[src/rtl/tdm_mux_pkg.sv]
//==============================================================================
// Module      : tdm_mux_pkg
// Description : Shared constants and helpers for the tdm_mux_scan block.
// Revision    : 1.0 - initial release
//==============================================================================
`default_nettype none

package tdm_mux_pkg;

    // Encoding of the mode input
    localparam logic MODE_MANUAL = 1'b0;
    localparam logic MODE_SCAN   = 1'b1;

    // Select width for n channels; never narrower than one bit
    function automatic int sel_width(input int n);
        return (n <= 2) ? 1 : $clog2(n);
    endfunction

endpackage

`default_nettype wire

[src/rtl/tdm_mux_scan_mux_n_sel.sv]
//==============================================================================
// Module      : mux_n_sel
// Description : Combinational CHANNELS:1 selector of WIDTH-bit words plus the
//               matching per-channel valid bit. Out-of-range selects return
//               zero data, zero valid and raise out_of_range.
// Revision    : 1.0 - initial release
//==============================================================================
`default_nettype none

module mux_n_sel
    import tdm_mux_pkg::*;
#(
    parameter  int WIDTH    = 8,
    parameter  int CHANNELS = 16,
    localparam int SEL_W    = sel_width(CHANNELS)
) (
    input  logic [CHANNELS*WIDTH-1:0] in_data,
    input  logic [CHANNELS-1:0]       in_valid,
    input  logic [SEL_W-1:0]          sel,
    output logic [WIDTH-1:0]          out_data,
    output logic                      out_valid,
    output logic                      out_of_range
);

    // One-hot compare against every legal index; no match means out of range
    always_comb begin
        out_data     = '0;
        out_valid    = 1'b0;
        out_of_range = 1'b1;
        for (int c = 0; c < CHANNELS; c++) begin
            if (sel == SEL_W'(c)) begin
                out_data     = in_data[c*WIDTH +: WIDTH];
                out_valid    = in_valid[c];
                out_of_range = 1'b0;
            end
        end
    end

endmodule

`default_nettype wire

[src/rtl/tdm_mux_scan.sv]
//==============================================================================
// Module      : tdm_mux_scan
// Description : N:1 time-division multiplexer with manual select, round-robin
//               scan with programmable dwell, optional idle-channel skipping
//               and a registered valid/ready output stage.
// Revision    : 1.0 - initial release
//==============================================================================
`default_nettype none

module tdm_mux_scan
    import tdm_mux_pkg::*;
#(
    parameter  int WIDTH        = 8,
    parameter  int CHANNELS     = 16,
    parameter  int DWELL_W      = 8,
    parameter  bit SKIP_INVALID = 1'b0,
    localparam int SEL_W        = sel_width(CHANNELS)
) (
    input  logic                      clk,
    input  logic                      rst,
    input  logic [CHANNELS*WIDTH-1:0] in_data,
    input  logic [CHANNELS-1:0]       in_valid,
    input  logic                      mode,
    input  logic [SEL_W-1:0]          sel,
    input  logic [DWELL_W-1:0]        dwell,
    output logic [WIDTH-1:0]          out_data,
    output logic                      out_valid,
    input  logic                      out_ready,
    output logic [SEL_W-1:0]          out_chan,
    output logic                      scan_wrap
);

    logic [SEL_W-1:0]   ptr_q, ptr_d;
    logic [DWELL_W-1:0] cnt_q, cnt_d;
    logic               wrap_pend_q, wrap_pend_d;
    logic [WIDTH-1:0]   out_data_q, out_data_d;
    logic               out_valid_q, out_valid_d;
    logic [SEL_W-1:0]   out_chan_q, out_chan_d;
    logic               scan_wrap_q, scan_wrap_d;

    logic [SEL_W-1:0]   w_ptr_eff;
    logic               w_load;
    logic [WIDTH-1:0]   w_mux_data;
    logic               w_mux_valid;
    logic               w_mux_oor;

    // Channel addressed this cycle: the manual select or the scan pointer
    assign w_ptr_eff = (mode == MODE_MANUAL) ? sel : ptr_q;
    assign w_load    = !out_valid_q || out_ready;

    mux_n_sel #(
        .WIDTH    (WIDTH),
        .CHANNELS (CHANNELS)
    ) u_mux (
        .in_data      (in_data),
        .in_valid     (in_valid),
        .sel          (w_ptr_eff),
        .out_data     (w_mux_data),
        .out_valid    (w_mux_valid),
        .out_of_range (w_mux_oor)
    );

    // Capture, pointer/dwell sequencing and wrap flagging; everything holds on a stall.
    // wrap_pend remembers a pointer wrap so scan_wrap lines up with the channel-0 sample.
    always_comb begin
        ptr_d       = ptr_q;
        cnt_d       = cnt_q;
        wrap_pend_d = wrap_pend_q;
        out_data_d  = out_data_q;
        out_valid_d = out_valid_q;
        out_chan_d  = out_chan_q;
        scan_wrap_d = 1'b0;

        if (w_load) begin
            out_data_d  = w_mux_data;
            out_valid_d = w_mux_valid;
            out_chan_d  = w_ptr_eff;
            scan_wrap_d = wrap_pend_q && (mode == MODE_SCAN);
            wrap_pend_d = 1'b0;

            if (mode == MODE_MANUAL) begin
                if (!w_mux_oor) begin
                    ptr_d = sel;
                end
                cnt_d = '0;
            end else if ((SKIP_INVALID && !w_mux_valid) || (cnt_q >= dwell)) begin
                // Advance; >= lets a lowered dwell take effect on the next load
                cnt_d = '0;
                if (ptr_q == SEL_W'(CHANNELS - 1)) begin
                    ptr_d       = '0;
                    wrap_pend_d = 1'b1;
                end else begin
                    ptr_d = ptr_q + 1'b1;
                end
            end else begin
                cnt_d = cnt_q + 1'b1;
            end
        end
    end

    // State and output registers
    always_ff @(posedge clk or posedge rst) begin
        if (rst) begin
            ptr_q       <= '0;
            cnt_q       <= '0;
            wrap_pend_q <= 1'b0;
            out_data_q  <= '0;
            out_valid_q <= 1'b0;
            out_chan_q  <= '0;
            scan_wrap_q <= 1'b0;
        end else begin
            ptr_q       <= ptr_d;
            cnt_q       <= cnt_d;
            wrap_pend_q <= wrap_pend_d;
            out_data_q  <= out_data_d;
            out_valid_q <= out_valid_d;
            out_chan_q  <= out_chan_d;
            scan_wrap_q <= scan_wrap_d;
        end
    end

    assign out_data  = out_data_q;
    assign out_valid = out_valid_q;
    assign out_chan  = out_chan_q;
    assign scan_wrap = scan_wrap_q;

endmodule

`default_nettype wire

[config.mk]
export PLATFORM = sky130hd
export DESIGN_NAME = tdm_mux_scan
export DESIGN_NICKNAME = d
export VERILOG_FILES = /design/src/rtl/tdm_mux_pkg.sv /design/src/rtl/tdm_mux_scan_mux_n_sel.sv /design/src/rtl/tdm_mux_scan.sv
export SDC_FILE = /design/constraint.sdc
export NUM_CORES = 1
export LEC_CHECK = 0
export ABC_AREA = 1
export CORE_AREA = 2 2 114 72
export CTS_CLUSTER_SIZE = 20
export DETAILED_ROUTE_END_ITERATION = 7
export DIE_AREA = 0 0 116 74
export GPL_TIMING_DRIVEN = 1
export PLACE_DENSITY = 0.81
export SYNTH_ARGS = -nofsm -noshare
export SYNTH_HDL_FRONTEND = slang
export SYNTH_SLANG_ARGS = --single-unit
[constraint.sdc]
create_clock -name clk -period 2.2 [get_ports clk]
set_clock_uncertainty 0.05 [all_clocks]
set_input_delay 0.44 -clock clk [delete_from_list [all_inputs] [get_ports clk]]
set_output_delay 0.44 -clock clk [all_outputs]
set_load 0.01 [all_outputs]
; After elaboration in Yosys (flattened, before gate mapping)
; Cells that the tools add are included.
[classes]
bitwise = 0
magnitude_cmp = 1
eq_ne = 18
addsub = 2
div = 0
mux = 59
multipliers = 0
n_shift = 0
reduce_logical = 5
[ops]
columns = cell, n
row1 = two-way mux 8 bit, 18
row2 = == test 4 bit (second input constant), 9
row3 = two-way mux 1 bit, 36
row4 = two-way mux 4 bit, 5
row5 = == test 4 x 3 -> 1 bit (second input constant), 4
row6 = adder 8 x 1 -> 8 bit (second input constant), 1
row7 = == test 4 x 2 -> 1 bit (second input constant), 2
row8 = >= comparator 8 bit, 1
row9 = adder 4 x 1 -> 4 bit (second input constant), 1
row10 = == test 4 x 1 -> 1 bit (second input constant), 1
row11 = zero test 4 bit, 1
row12 = AND reduction 3 bit, 1
row13 = inequality test 2 x 1 -> 1 bit (second input constant), 1
row14 = inequality test 2 bit (second input constant), 1
row15 = logical AND 1 bit, 1
row16 = zero test 1 bit, 1
row17 = logical OR 1 bit, 1
[totals]
n_memories = 0
register_bits = 27
word_cells = 92
inputBits = 160
mem_bits_ro = 0
latch_bits = 0
out_inout_bits = 14
mem_bits_rw = 0

; Longest topological paths before layout
; Gate-level depths: netlist of run 1.
[depth]
word_depth = 20
mapped_depth = 18
ltp_nobuf = 17

; By module
; From an unflattened synthesis of run 1, not the netlist that was laid out.
[hier_totals]
cells_unflattened = 500
area_unflattened_um2 = 2852.7
[by_module_without_submodules]
columns = module, cells_each, n_inst, seq_area_each_um2, area_per_inst_um2
row1 = tdm_mux_scan, 200, 1, 675.6, 1529.0
row2 = mux_n_sel, 300, 1, 0.0, 1323.8

; Least setup slack after synthesis of run 1
; Ideal clock, no wire load.
[synth_path]
path_type = input port to flip-flop
from = input dwell[1]
to = register ptr_q[2]
t_required_ns = 2.019
t_arrival_ns = 1.739
setup_time_ns = 0.131
n_path_buf = 0
stages = 12
path_slack_ns = 0.280
path_cell_list = inv_1 > ha_1 > a21oi_1 > o21ai_0 > nand2_1 > o211ai_1 > a21oi_1 > nand2_1 > nand2_1 > inv_1 > nor2_1 > a31oi_1
[synth_via]
elab_chain_cells = 3
[synth_lines]
columns = element, line
row1 = from (decl), tdm_mux_scan.sv:25  ; input logic [DWELL_W-1:0] dwell,
row2 = >= comparator 8 bit, tdm_mux_scan.sv:86  ; end else if ((SKIP_INVALID && !w_mux_valid) || (cnt_q >= dwell)) begin
row3 = inequality test 2 x 1 -> 1 bit (no source line), --
row4 = AND reduction 3 bit (no source line), --
row5 = to (signal assigned), tdm_mux_scan.sv:112  ; ptr_q <= ptr_d;
row6 = to (decl), tdm_mux_scan.sv:33  ; logic [SEL_W-1:0] ptr_q, ptr_d;
; Every way passes these cells.
; A chain may end at the register's enable or synchronous reset.

; Final worst setup path of run 1
[layout_path]
from = register ptr_q[2]
to = register out_data_q[6] (netlist: out_data[6])
[layout_via]
elab_chain_cells = 18
word_cells_on_any_way = 33
cone_classes = eq/ne (15) / mux (17) / reduce/logical (1)
[layout_lines]
columns = element, line
row1 = two-way mux 4 bit (*), tdm_mux_scan.sv:48  ; assign w_ptr_eff = (mode == MODE_MANUAL) ? sel : ptr_q;
row2 = zero test 4 bit, tdm_mux_scan_mux_n_sel.sv:31  ; if (sel == SEL_W'(c)) begin
row3 = two-way mux 8 bit (15 in series), tdm_mux_scan_mux_n_sel.sv:31
row4 = two-way mux 8 bit (*), tdm_mux_scan_mux_n_sel.sv:31
row5 = to (signal assigned), tdm_mux_scan.sv:115  ; out_data_q <= out_data_d;
row6 = to (decl), tdm_mux_scan.sv:36  ; logic [WIDTH-1:0] out_data_q, out_data_d;
; Mark *: on every way between the ends. The rest lies on a longest branch, timed or not.

==> flow_metrics.py, run 1 <==
metrics = {
    "yosys": {
        "ys_warn_count": 0,
        "synth-seq-cells": 27,
        "synthesis.area_um2": 2700,
        "syn_avg_cell_area_um2": 5.94,
        "ys_seq_area_share_pct": 25.0,
        "synth_cell_types": 29,
        "synth_fp_nets": 625,
        "synth_cells": 455,
    },
    "global_routing": {
        "grtUsageTotal_pct": 26.7,
        "grt-ovfl-total": 0,
        "antenna_found_initial": 1,
        "grt_pass1_vias": 3713,
        "grt_first_pass_wirelength_um": 18000,
        "grt_max_degree": 28,
    },
    "timing": {
        "finalCritPeriodShare_pct": 94.0,
        "layout_setup_ws_ps": 131,
        "hold-worst-slack_ps": 431,
        "worstMarginPinSlew_ps": 372,
        "setup_viol": 0,
        "max_freq_mhz": 483,
        "slew_violations": 0,
        "slew_headroom_pct": 75.1,
        "final_hold_viol_count": 0,
        "period_minus_slack_ps": 2070,
    },
    "setup_path": {
        "cp_data_arrival_time_ps": 2180,
        "cp_max_fo": 6,
        "end_kind": "flip-flop",
        "startpoint_type": "flip-flop",
        "worstSetupPathType": "flip-flop to flip-flop",
        "worstPathRequired_ps": 2310,
    },
    "clocking": {
        "cts_sinks": 27,
        "cts_buffers": 3,
        "clk_pin_slew_worst_paths_ps": 70,
        "htreeDepth": 1,
        "clk-insertion-delay-late_ps": 260,
        "cts.path.max_buffers": 2,
        "cts_tree": "built",
        "hold_buffers": 0,
        "clock-root-buffer": "clkbuf_16",
    },
    "final_layout": {
        "fill_cells": 615,
        "fin_util_pct": 68.7,
        "syn2layout_area_growth_pct": 92.3,
        "finalNonFillerCells": 786,
        "final_area_um2": 5200,
        "n_antenna_cell": 0,
        "drive_gt1_share_pct": 17.3,
        "finalNetCount": 849,
        "final_common_cell": "clkdlybuf4s50_1",
        "mostFrequentLayoutCells": "clkdlybuf4s50_1, nand2_1, nor2_1",
    },
    "power": {
        "p_per_area_nw_per_um2": 641,
        "leakagePower_uw": 0.00238,
        "ir_worst_vdd_uv": 471,
    },
    "detailed_routing": {
        "antenna_left": 0,
        "routedWlPerCell_um": 15.7,
        "routed_via_density": 5.00,
        "dr.first_iter.drc_count": 231,
        "vias": 3927,
        "drt-total-wl_um": 12300,
        "drcViolationCount": 0,
        "drtPass1Iterations": 5,
    },
    "placed_design": {
        "place.port_buffers": 173,
        "dpl.cell_count": 768,
        "gp_congestion": 0.933,
        "pre_cts_ws_ps": -801,
        "place_area_um2": 4830,
        "hpwl_um": 9550,
    },
    "floorplanning": {
        "ios": 174,
        "dieWidth_um": 116,
        "num_rows": 25,
        "die_height_um": 74,
        "core_um2": 7570,
        "start_util_pct": 35.7,
        "fp.dieArea_um2": 8580,
    },
    "hold_path": {
        "hold_path_class": "flip-flop to flip-flop",
    },
    "run_status": {
        "status": "complete, no violations",
    },
    "job": {
        "maxCapViolCount": 0,
    },
}
-- synth_stat cells --
library cell | n | share of area (%)
inv_2 | 6 | 0.83
nor2_4 | 7 | 2.9
inv_1 | 49 | 6.8
clkbuf_1 | 2 | 0.28
dfrtp_1 | 27 | 25
ha_1 | 10 | 4.6
o21ai_0 | 11 | 2.0
o32ai_1 | 1 | 0.32
o21ai_1 | 5 | 0.93
nand4_1 | 25 | 5.8
buf_2 | 3 | 0.56
o211ai_1 | 1 | 0.28
nand2_2 | 6 | 1.4
clkinv_1 | 1 | 0.14
o21ai_2 | 1 | 0.32
xor2_1 | 3 | 0.97
a31oi_1 | 1 | 0.23
nand2_1 | 142 | 20
nor3_1 | 1 | 0.18
and3_1 | 1 | 0.23
nor2_2 | 7 | 1.6
nor2_1 | 68 | 9.4
or2_0 | 2 | 0.46
xnor2_1 | 2 | 0.65
buf_6 | 2 | 0.83
a21oi_1 | 25 | 4.6
nand3_1 | 43 | 8.0
or2_2 | 2 | 0.46
nand2_4 | 1 | 0.42
-- power by group --
part	internal, uW	total [uW]	switching [uW]
Clock	252	434	183
Sequential	659	790	130
Combinational	1020	2110	1090
-- worst paths after layout --
path                        startpoint           to  slack, ps  depth (start not counted)
min reg2reg                out_data[1]  out_data[1]        430                          2
min in group asynchronous          rst  out_data[6]        500                          3
max                           ptr_q[2]  out_data[6]        130                         13
max reg2reg                   ptr_q[2]  out_data[6]        130                         13
max in group asynchronous          rst  out_chan[3]       1320                          3
min                        out_data[1]  out_data[1]        430                          2
-- critical path, cell delays in order, from the launching register on --
cell     delay, ps
dfrtp_1        490
nand2_4         80
nand2_4        170
nor2_2         120
nand3_1        100
nand3_1        140
nor2_2         150
nand4_1        100
o21ai_1         90
nand4_1        140
nor2_1         120
nand4_1         90
nand2_1         70
nand2_1         40
-- final cells by class --
type,instances,area [um2],area share (%)
Tap cell,108,135,2.60
Timing Repair Buffer,221,2120,40.8
Sequential cell,27,676,13.0
Clock buffer,3,75.1,1.44
Inverter,56,218,4.19
Clock inverter,1,8.76,0.168
Multi-Input combinational cell,370,1970,37.8
-- metrics by stage --
step	TNS (ps)	power, uW
after floorplan	0	1720
after global placement	-7480	2630
after detailed placement	-8870	2670
after CTS	0	3220
after global routing	-102	3570
final	0	3330
-- registers in the layout, summed over array words and instances, names as in the netlist --
register	count
wrap_pend_q	1
out_chan	4
scan_wrap	1
ptr_q	4
out_data	8
cnt_q	8
out_valid	1
-- repair_timing --
item / 4_1_cts / 5_1_grt
gates cloned: 4 / 1
pin swaps: 14 / 22
setup endpoints to repair: 9 / 21
gates resized for setup: 26 / 31
setup buffers: 4 / 5
-- kinds of logic (layout without fill, tap and decap cells) --
logic type      after synthesis  count (layout)  synth area share [%]
compound gates               45              45                  8.75
buf+inv                      63             281                  9.44
xor+xnor                      5               5                  1.62
fa+ha+maj                    10              10                  4.63
simple gates                305             310                  50.6
flops                        27              27                  25.0
-- metal layers --
metal / share of wire, % / global-route usage, %
met2: 47 / 45.0
met1: 43 / 36.2
met5: 0.11 / 0
met3: 9.0 / 6.85
met4: 1.4 / 2.78
(Power assumes the default switching activity.)
==> run 2, diff against run 1 <==
--- a/config.mk
+++ b/config.mk
@@ -6,12 +6,12 @@
 export NUM_CORES = 1
 export LEC_CHECK = 0
 export ABC_AREA = 1
-export CORE_AREA = 2 2 114 72
+export CORE_AREA = 2 2 110 69
 export CTS_CLUSTER_SIZE = 20
 export DETAILED_ROUTE_END_ITERATION = 7
-export DIE_AREA = 0 0 116 74
+export DIE_AREA = 0 0 112 71
 export GPL_TIMING_DRIVEN = 1
-export PLACE_DENSITY = 0.81
+export PLACE_DENSITY = 0.87
 export SYNTH_ARGS = -nofsm -noshare
 export SYNTH_HDL_FRONTEND = slang
 export SYNTH_SLANG_ARGS = --single-unit
==> constraint.sdc (replaced) <==
create_clock -name clk -period 2.39 [get_ports clk]
set_clock_uncertainty 0.05 [all_clocks]
set_input_delay 0.478 -clock clk [delete_from_list [all_inputs] [get_ports clk]]
set_output_delay 0.478 -clock clk [all_outputs]
set_load 0.01 [all_outputs]
==> run 2 against run 1 <==
Effect of this change:
- critical path depth up 6
- flip-flop and latch count unchanged
- highest routed layer is now met4
- critical endpoint is now out_data[5]
- largest power group unchanged
- critical path type is now input port to flip-flop
- largest cell class unchanged
- core utilization up 2.8 points
- global-route usage up 1.4 points
==> flow_metrics.py, run 2 (synthesized netlist as in run 1, its figures left out) <==
metrics = {
    "run_status": {
        "status": "complete, no violations",
    },
    "timing": {
        "worstMarginPinSlew_ps": 671,
        "layout_setup_ws_ps": 170,
        "slew_violations": 0,
        "setup_viol": 0,
        "period_minus_slack_ps": 2220,
        "slew_headroom_pct": 55.1,
        "finalCritPeriodShare_pct": 92.9,
        "final_hold_viol_count": 0,
        "max_freq_mhz": 450,
    },
    "detailed_routing": {
        "drcViolationCount": 0,
        "routedWlPerCell_um": 15.7,
        "dr.max_layer_used": "met4",
        "vias": 3937,
        "drt-total-wl_um": 12000,
        "dr.first_iter.drc_count": 381,
        "met2_length_um": 5600,
        "wl_met1_um": 5070,
        "antenna_left": 0,
        "routed_via_density": 5.16,
        "drtPass1Iterations": 6,
        "wl_met3_um": 1150,
    },
    "global_routing": {
        "grt_first_pass_wirelength_um": 18000,
        "grtUsageTotal_pct": 28.1,
        "grt_max_degree": 28,
        "antenna_found_initial": 0,
        "grt_pass1_vias": 3636,
        "grt-ovfl-total": 0,
    },
    "setup_path": {
        "crit_family": "simple AND/OR/NAND/NOR gates",
        "cp_max_fo": 9,
        "worstPathRequired_ps": 2500,
        "worstSetupPathType": "input port to flip-flop",
        "cpMaxStageDelayCell": "a21oi_1",
        "cp_num_buf_inv": 5,
        "path_depth": 19,
        "reg2reg_depth": 15,
        "startpoint_type": "input port",
        "crit_chain": "clkbuf_2 -> buf_6 -> nand2_1 -> nand2_4 -> nor2_4 -> buf_4 -> buf_4 -> nand2_1 -> inv_1 -> a21oi_1 -> nand3_1 -> nand2_1 -> nand3_1 -> nand2_1 -> nand3_1 -> nand2_1 -> nand4_1 -> nand2_1 -> nand2_1",
        "end_kind": "flip-flop",
        "cp_data_arrival_time_ps": 2330,
        "slowest_delay_ps": 230,
        "crit_top_cell": "nand2_1",
    },
    "final_layout": {
        "multi_input_area_um2": 1850,
        "final-seq-area_um2": 676,
        "drive_gt1_share_pct": 14.4,
        "syn2layout_area_growth_pct": 85.9,
        "final_common_cell": "clkdlybuf4s50_1",
        "finalNetCount": 843,
        "mostFrequentLayoutCells": "clkdlybuf4s50_1, nand2_1, nor2_1",
        "fill_cells": 574,
        "n_antenna_cell": 0,
        "finalNonFillerCells": 763,
    },
    "clocking": {
        "cts_sinks": 27,
        "clk-insertion-delay-late_ps": 260,
        "htreeDepth": 1,
        "cts.path.max_buffers": 2,
        "clk_pin_slew_worst_paths_ps": 70,
        "cts_tree": "built",
        "clock-root-buffer": "clkbuf_16",
        "cts_buffers": 3,
    },
    "placed_design": {
        "dpl.cell_count": 750,
        "place.port_buffers": 173,
        "hpwl_um": 9510,
        "pre_cts_ws_ps": -499,
        "gp_congestion": 0.977,
    },
    "floorplanning": {
        "dieWidth_um": 112,
        "start_util_pct": 38.5,
        "fp.dieArea_um2": 7950,
        "num_rows": 24,
        "core_um2": 7030,
        "ios": 174,
        "die_height_um": 71,
    },
    "power": {
        "clock_power_share_pct": 13.5,
        "swShare_pct": 41.5,
        "ir_worst_vdd_uv": 498,
        "leakagePower_uw": 0.00235,
        "seq_power_share_pct": 24.7,
        "p_int_uw": 1740,
        "combinationalPowerShare_pct": 61.9,
        "p_per_area_nw_per_um2": 593,
        "p_sw_uw": 1230,
    },
    "hold_path": {
        "hold_path_class": "flip-flop to flip-flop",
        "holdPathStages": 2,
    },
    "job": {
        "maxCapViolCount": 0,
    },
}
run 2: cell count changes in the layout (fill, tap and decap cells not counted), sizes merged:
cell,before,now
nor2,87,83
buf,49,46
dlygate4sd2,2,0
dlymetal6s2s,2,4
clkbuf,3,4
run 2: power by group through the flow:
stage / Clock, uW / Sequential (uW) / Combinational [uW]
floorplan: 0 / 759 / 828
global placement: 0 / 730 / 1670
detailed placement: 0 / 734 / 1720
CTS: 407 / 727 / 1740
global route: 429 / 750 / 2020
finish: 401 / 734 / 1840
run 2: repair_timing:
| item | CTS | global route |
|---|---|---|
| gates resized for setup | 4 | 28 |
| pin swaps | 1 | 16 |
| gates cloned | 1 | 0 |
| hold buffers | 0 | 0 |
| endpoints found under the setup margin | 9 | 11 |
| buffers inserted | 0 | 9 |
run 2: routing by layer:
| layer | vias up | GRT usage (%) |
|---|---|---|
| met2 | 236 | 48.8 |
| met1 | 1780 | 37.9 |
| met5 | - | 0 |
| met4 | 0 | 3.12 |
| li1 | 1903 | - |
| met3 | 18 | 5.48 |
run 2: layout make-up:
| class | count | area share, % |
|---|---|---|
| clock buffers | 3 | 1.49 |
| clock inverters | 1 | 0.174 |
| inverters | 56 | 4.28 |
| multi-input cells | 366 | 36.8 |
| flip-flops and latches | 27 | 13.4 |
| well taps | 91 | 2.27 |
| repair buffers | 219 | 41.6 |
run 2: metrics by stage:
stage	hold WS [ps]	setup TNS, ps	utilization, %	total power (uW)	area, um2
2_1_floorplan	410	0	-	1590	2700
3_3_place_gp	420	-3160	68.3	2400	4800
3_5_place_dp	423	-4110	68.3	2460	4800
4_1_cts	442	0	69.8	2880	4900
5_1_grt	467	-9.42	71.5	3200	5030
6_report	437	0	71.5	2980	5030
run 2: worst reg2reg max path: stages, from the launching register on:
cell,delay (ps)
dfrtp_1,420
nand2_1,140
o21ai_4,110
buf_4,160
nand2_4,90
nor2_4,70
nand2_1,80
nand4_1,130
nor2_2,170
nand4_1,110
nor2_1,120
nand4_1,100
nor2_1,130
nand3_1,90
nand2_1,70
nand2_1,50
run 2: worst paths after layout:
kind	start	to	slack, ps
min	out_data[1]	out_data[1]	440
max	mode	out_data[5]	170
min in group asynchronous	rst	out_data[2]	540
min reg2reg	out_data[1]	out_data[1]	440
max in group asynchronous	rst	wrap_pend_q	1480
max reg2reg	ptr_q[1]	out_data[7]	200
